===== config.mk =====
export PLATFORM = sky130hd
export DESIGN_NAME = ifetch_buf
export DESIGN_NICKNAME = d
export VERILOG_FILES = /design/src/rtl/cpu_pkg.sv /design/src/rtl/ifetch_fifo.sv /design/src/rtl/ifetch_buf.sv
export SDC_FILE = /design/constraint.sdc
export NUM_CORES = 1
export LEC_CHECK = 0
export CAP_MARGIN = 20
export CORE_MARGIN = 1.5
export CORE_UTILIZATION = 45
export DETAILED_ROUTE_END_ITERATION = 10
export GPL_ROUTABILITY_DRIVEN = 1
export PLACE_DENSITY = 0.62
export SETUP_SLACK_MARGIN = 0.2
export SYNTH_ARGS = -nofsm -noshare
export SYNTH_HDL_FRONTEND = slang
export SYNTH_HIERARCHICAL = 1
export SYNTH_SLANG_ARGS = --single-unit

===== constraint.sdc =====
create_clock -name clk -period 3.85 [get_ports clk]
set_input_delay 0.77 -clock clk [delete_from_list [all_inputs] [get_ports clk]]
set_output_delay 0.77 -clock clk [all_outputs]
set_load 0.03 [all_outputs]

===== src/rtl/cpu_pkg.sv =====
// Shared fetch-stage types: FSM state encoding, instruction width, NOP word and FIFO entry layout.
package cpu_pkg;

  localparam int INST_W = 32;
  localparam logic [INST_W-1:0] NOP_WORD = 32'h0000_0000;

  typedef enum logic [1:0] {
    IF_IDLE = 2'd0,
    IF_WAIT = 2'd1,
    IF_DROP = 2'd2
  } if_state_e;

  typedef struct packed {
    logic [INST_W-1:0] pc;
    logic [INST_W-1:0] inst;
  } fetch_ent_t;

  function automatic logic [INST_W-1:0] word_align(input logic [INST_W-1:0] a);
    return a & ~INST_W'(3);
  endfunction

endpackage


===== src/rtl/ifetch_fifo.sv =====
// DEPTH x {pc,inst} sync FIFO with flush; head is registered, so a push into an empty FIFO
// shows on head_o the next cycle. Flush wins over push/pop; a push while full is accepted only alongside a pop.
module ifetch_fifo
  import cpu_pkg::*;
#(
  parameter int DEPTH = 4,
  parameter int PTR_W = 2
) (
  input  logic           clk,
  input  logic           clrn,
  input  logic           push_i,
  input  fetch_ent_t     wdata_i,
  input  logic           pop_i,
  input  logic           flush_i,
  output fetch_ent_t     head_o,
  output logic [PTR_W:0] count_o,
  output logic           empty_o
);

  fetch_ent_t       mem_q [DEPTH];
  logic [PTR_W-1:0] rd_ptr_q, rd_ptr_d;
  logic [PTR_W-1:0] wr_ptr_q, wr_ptr_d;
  logic [PTR_W:0]   count_q, count_d;
  fetch_ent_t       head_q, head_d;
  logic             full;
  logic             do_push;
  logic             do_pop;

  assign empty_o = (count_q == '0);
  assign full    = (count_q == (PTR_W+1)'(DEPTH));
  assign do_pop  = pop_i && !empty_o && !flush_i;
  assign do_push = push_i && !flush_i && (!full || do_pop);

  always_comb begin
    rd_ptr_d = rd_ptr_q;
    wr_ptr_d = wr_ptr_q;
    count_d  = count_q;
    if (flush_i) begin
      rd_ptr_d = '0;
      wr_ptr_d = '0;
      count_d  = '0;
    end else begin
      if (do_pop)  rd_ptr_d = rd_ptr_q + PTR_W'(1);
      if (do_push) wr_ptr_d = wr_ptr_q + PTR_W'(1);
      count_d = count_q + (PTR_W+1)'(do_push) - (PTR_W+1)'(do_pop);
    end
  end

  // Next head comes from storage at the new read pointer, or straight from the
  // write data when that slot is being filled this same cycle.
  always_comb begin
    head_d = '{pc: '0, inst: NOP_WORD};
    if (count_d != '0) begin
      if (do_push && (rd_ptr_d == wr_ptr_q)) head_d = wdata_i;
      else                                   head_d = mem_q[rd_ptr_d];
    end
  end

  always_ff @(posedge clk or negedge clrn) begin
    if (!clrn) begin
      rd_ptr_q <= '0;
      wr_ptr_q <= '0;
      count_q  <= '0;
      head_q   <= '{pc: '0, inst: NOP_WORD};
    end else begin
      rd_ptr_q <= rd_ptr_d;
      wr_ptr_q <= wr_ptr_d;
      count_q  <= count_d;
      head_q   <= head_d;
    end
  end

  always_ff @(posedge clk) begin
    if (do_push) mem_q[wr_ptr_q] <= wdata_i;
  end

  assign head_o  = head_q;
  assign count_o = count_q;

endmodule


===== src/rtl/ifetch_buf.sv =====
// Fetch stage: single-outstanding imem requests from pc, buffered to decode; ack-to-id_valid 1 cycle,
// issue parks in IDLE while the FIFO is full. Build with IFETCH_PERF_EN for perf_fetch/perf_stall counters.
module ifetch_buf
  import cpu_pkg::*;
#(
  parameter int DEPTH = 4,
  parameter int PTR_W = 2
) (
  input  logic              clk,
  input  logic              clrn,
  input  logic [INST_W-1:0] pc,
  output logic              pc_adv,
  output logic              imem_req,
  output logic [INST_W-1:0] imem_addr,
  input  logic              imem_ack,
  input  logic [INST_W-1:0] imem_rdata,
  input  logic              redirect,
  output logic              id_valid,
  input  logic              id_ready,
  output logic [INST_W-1:0] id_inst,
  output logic [INST_W-1:0] id_pc
`ifdef IFETCH_PERF_EN
  ,
  output logic [31:0]       perf_fetch,
  output logic [31:0]       perf_stall
`endif
);

  if_state_e         state_q, state_d;
  logic              req_q, req_d;
  logic [INST_W-1:0] addr_q, addr_d;
  logic              adv_q, adv_d;
  logic              push;
  logic              issue_ok;
  logic [PTR_W:0]    count;
  logic              empty;
  fetch_ent_t        wr_ent;
  fetch_ent_t        head;

  // While pc_adv is out the PC register has not yet loaded the next PC, so the
  // completed-but-unadvanced fetch counts as pending and holds off issue.
  assign issue_ok = !redirect && !adv_q && (int'(count) < DEPTH);

  always_ff @(posedge clk or negedge clrn) begin
    if (!clrn) state_q <= IF_IDLE;
    else       state_q <= state_d;
  end

  always_comb begin
    state_d = state_q;
    unique case (state_q)
      IF_IDLE: if (issue_ok) state_d = IF_WAIT;
      IF_WAIT: begin
        if (imem_ack)      state_d = IF_IDLE;
        else if (redirect) state_d = IF_DROP;
      end
      IF_DROP: if (imem_ack) state_d = IF_IDLE;
      default: state_d = IF_IDLE;
    endcase
  end

  always_comb begin
    req_d  = req_q;
    addr_d = addr_q;
    adv_d  = 1'b0;
    push   = 1'b0;
    unique case (state_q)
      IF_IDLE: begin
        if (issue_ok) begin
          req_d  = 1'b1;
          addr_d = word_align(pc);
        end
      end
      IF_WAIT: begin
        if (imem_ack) begin
          req_d = 1'b0;
          if (!redirect) begin
            push  = 1'b1;
            adv_d = 1'b1;
          end
        end
      end
      IF_DROP: if (imem_ack) req_d = 1'b0;
      default: req_d = 1'b0;
    endcase
  end

  always_ff @(posedge clk or negedge clrn) begin
    if (!clrn) begin
      req_q  <= 1'b0;
      addr_q <= '0;
      adv_q  <= 1'b0;
    end else begin
      req_q  <= req_d;
      addr_q <= addr_d;
      adv_q  <= adv_d;
    end
  end

  assign wr_ent = '{pc: addr_q, inst: imem_rdata};

  ifetch_fifo #(
    .DEPTH (DEPTH),
    .PTR_W (PTR_W)
  ) u_fifo (
    .clk     (clk),
    .clrn    (clrn),
    .push_i  (push),
    .wdata_i (wr_ent),
    .pop_i   (id_ready),
    .flush_i (redirect),
    .head_o  (head),
    .count_o (count),
    .empty_o (empty)
  );

  assign pc_adv    = adv_q;
  assign imem_req  = req_q;
  assign imem_addr = addr_q;
  assign id_valid  = !empty;
  assign id_inst   = head.inst;
  assign id_pc     = head.pc;

`ifdef IFETCH_PERF_EN
  logic [31:0] perf_fetch_q;
  logic [31:0] perf_stall_q;

  always_ff @(posedge clk or negedge clrn) begin
    if (!clrn) begin
      perf_fetch_q <= '0;
      perf_stall_q <= '0;
    end else begin
      if (push)              perf_fetch_q <= perf_fetch_q + 32'd1;
      if (id_ready && empty) perf_stall_q <= perf_stall_q + 32'd1;
    end
  end

  assign perf_fetch = perf_fetch_q;
  assign perf_stall = perf_stall_q;
`endif

endmodule


==> results by group <==
Outcome
  • Status: finished, violations left
  • Failing checks: DRC

Timing
  • Clock Skews: 0.0113 ns
  • Least-Margin Pin Slew: 1.16 ns
  • Setup-failing EPs final: 0
  • Crit share post-route: 91.3%
  • Tmin final: 3.52 ns
  • Relative slew slack: 23.0%
  • Setup WS post-layout: 0.335 ns
  • RSZ-0062 raised after global routing: false
  • Slew Limit Fails: 0
  • Max Freq: 284 MHz
  • Final Hold Vio Count: 0

Worst setup path
  • Max FO, Critical Path: 8
  • Worst r2r src: u_fifo/count_o[1]$_DFF_PN0_
  • CP Class: input pin to register
  • Worst Setup SP: id_ready
  • Worst endpoint required time: 4.26 ns
  • CP Buf/Inv Count: 7
  • Slowest CP cell: or4b_4
  • Crit path top cell by count: inv_1
  • Crit path to: u_fifo/head_o[60]$_DFF_PN0_
  • Crit-path cells: dlygate4sd2_1 > or4b_4 > and3b_4 > inv_1 > ha_1 > inv_1 > ha_1 > inv_1 > fa_2 > xor2_2 > xnor2_2 > a31oi_4 > buf_6 > bufbuf_16 > nand4_1 > o21ai_1 > buf_4
  • CP Depth: 17
  • Startpoint Class: input pin
  • Peak per-stage delay on the critical path: 0.50 ns
  • Delay-heaviest family, CP: buffers and inverters
  • R2R Path End: u_fifo/head_o[60]$_DFF_PN0_
  • CP Capture Type: register
  • Flop2flop setup slack: 0.36 ns
  • Critical Path AT: 3.93 ns
  • Worst Reg-to-Reg Cells: 16

Route
  • 1st-iter DRT viols: 1146
  • Avg WL per Cell: 22.7 µm
  • Router iterations before antenna repair: 11
  • Via count: 11200
  • Number of remaining DRC errors: 4
  • Drt via density: 5.96
  • Post-route antenna net violation count: 0
  • Final WL: 42.5 mm

Synthesis
  • Synth top area cells: edfxtp_1 (48%), dfrtp_1 (16%), mux2i_1 (4.0%), a222oi_1 (3.9%), o2111ai_1 (3.4%)
  • Post-synth EDFFs: 256
  • Most frequent cell after synthesis: edfxtp_1
  • Ys Warns: 6
  • Yosys top cell area share: 48.0%
  • Number of distinct library cells after synthesis: 48
  • FF+latch count, synth: 361
  • Ys async rst share: 29.1%
  • Mapped Area: 16000 µm²
  • Syn Inst Count: 1223
  • Post-synthesis sequential area ratio: 64.4%
  • Most frequent cells after synthesis: edfxtp_1 (256), inv_1 (130), dfrtp_1 (105)
  • Predominant post-synthesis flop cell: edfxtp_1
  • Post-Syn Area per Cell: 13.1 µm²
  • Largest area contributor in the netlist: edfxtp_1

Clock tree
  • Maximum root-to-sink buffer count: 3
  • Worst skew pair latency: 0.52 ns
  • Root Driver: clkbuf_16
  • Clock sinks: 361
  • CTS clock-pin slew for the worst setup and hold paths: 0.06 ns
  • H-tree depth: 2
  • # hold bufs at CTS: 0
  • CTS tree: built
  • Total CTS buffers: 39

Placed design
  • Placed Cells: 1787
  • Detail Placement HPWL: 22.5 mm
  • Pre-CTS setup slack: -0.453 ns
  • Input/output buffers: 163
  • GP Congestion: 0.742

Cells and area
  • Share of cells above drive strength 1: 12.4%
  • Filler instances: 2819
  • Finished Layout Cells: 1870
  • Nets: 1463
  • Register area: 10300 µm²
  • Layout area overhead: 23.9%
  • Multi-input logic area: 4780 µm²

Floorplan
  • Die area: 36700 µm²
  • Core Area: 34800 µm²
  • Initial Util: 46.0%
  • Die width: 192 µm
  • Row cnt: 68
  • Die Y: 192 µm
  • I/O pin count: 168

Global route
  • Global-route wire length before repair: 64.7 mm
  • Grt total ovfl: 0
  • Largest net degree at the start of global routing: 104
  • Vias in the first global route: 11500
  • Initial antenna violation count: 1
  • GRT Resource Usage Total: 23.2%

Power and ir drop
  • Power Density: 716 nW/µm²
  • Worst VDD drop: 0.493 mV
  • Leakage power: 7.07 nW

Run
  • Max Cap Violations: 0

Min path
  • Hold Path Class: input pin to asynchronous set/reset pin
[final cells by class]
cell class	instances	share of cell area, %
Multi-Input combinational cell	630	24.1
Timing Repair Buffer	222	12.0
Clock inverter	13	0.669
Tap cell	455	2.87
Antenna cell	2	0.0252
Inverter	130	2.46
Clock buffer	57	5.83
Sequential cell	361	52.0
[where the power goes]
part	internal, mW	switching [mW]
logic	2.27	2.94
registers	4.80	0.474
clock network	2.27	1.45
[worst register-to-register path, cell delays in order (launching register included)]
cell and delay, ns:
dfrtp_2 0.43, or4b_4 0.55, and3b_4 0.21, inv_1 0.05, ha_1 0.23, inv_1 0.07
ha_1 0.13, inv_1 0.06, fa_2 0.37, xor2_2 0.17, xnor2_2 0.21, a31oi_4 0.13
buf_6 0.16, bufbuf_16 0.27, nand4_1 0.09, o21ai_1 0.08, buf_4 0.17
[state kept, by name, indices dropped and copies added (netlist names)]
signal and count:
u_fifo/head_o 64, pc_adv 1, u_fifo/rd_ptr_q 2, imem_addr 30, u_fifo/count_o 3, imem_req 1, u_fifo/mem_q 256, u_fifo/wr_ptr_q 2
state_q 2
[cell families (layout without fill, tap and decap cells)]
family / Yosys count / after routing / synth area share, %
DFF: 361 / 361 / 64.4
other: 1 / 14 / 0.0234
AOI/OAI and AO/OA: 208 / 208 / 10.3
xor gates and xnor gates: 7 / 7 / 0.383
buffers and inverters: 243 / 422 / 6.63
adders and majority gates: 10 / 10 / 0.829
muxes: 95 / 95 / 6.89
and+or+nand+nor: 298 / 298 / 10.5
[cells in the final DEF (no fill, tap or decap), types with 3 or more instances in the layout]
cell type        count
a21oi_1              4
a222oi_1            63
and2_4               6
buf_12              15
buf_4               36
buf_6                5
bufinv_16            3
clkbuf_1             9
clkbuf_16           42
clkbuf_8             7
clkdlybuf4s50_1    160
clkinv_1             6
clkinv_2             4
conb_1              12
dfrtp_1            102
edfxtp_1           256
ha_1                 9
inv_1              129
mux2_4              30
mux2i_1             63
nand2_1              3
nand2b_1            65
nand3_1             65
nand4_1             64
nor2_1               9
nor3_1              73
o2111ai_1           63
o21ai_0              3
o21ai_1             63
xnor2_1              5
[worst min-delay path by stage]
stage,end,slack [ns],depth (start not counted)
2_1_floorplan,imem_addr[10]$_DFFE_PN0P_,0.47,0
3_3_place_gp,imem_req$_DFFE_PN0P_,0.53,2
3_5_place_dp,imem_req$_DFFE_PN0P_,0.55,2
4_1_cts,u_fifo/head_o[42]$_DFF_PN0_,0.32,1
5_1_grt,imem_addr[10]$_DFFE_PN0P_,0.32,1
6_report,imem_addr[10]$_DFFE_PN0P_,0.27,1
[stage by stage]
| stage | power (mW) | instance area, µm² | setup TNS, ns | hold WS [ns] | util, % |
|---|---|---|---|---|---|
| 2_1_floorplan | 8.18 | 16100 | 0 | 0.474 | - |
| 3_5_place_dp | 10.2 | 18300 | -25.10 | 0.547 | 52.6 |
| 5_1_grt | 14.8 | 19800 | 0 | 0.323 | 57.0 |
| 4_1_cts | 14.2 | 19700 | 0 | 0.315 | 56.7 |
| 6_report | 14.2 | 19800 | 0 | 0.268 | 57.0 |
| 3_3_place_gp | 10.2 | 18300 | -19.94 | 0.534 | 52.6 |
[repair_timing]
action / in CTS / in global routing
setup endpoints to repair: 54 / 55
buffers inserted: 3 / 3
gates resized for setup: 6 / 6
hold endpoints to repair: 0 / 0
cloned: 2 / 1
pin swaps: 2 / 4
[layer usage]
layer  vias up  track usage (%)  part of all wire (%)  wire length [µm]
met4         0             9.50                   2.8              1210
met5         -                0                     0                 0
li1       4990                -                     -                 -
met2       470             39.7                    50             21100
met1      5596             29.7                    41             17500
met3        95             3.38                   6.5              2750
Power figures use the tool's default switching activity.
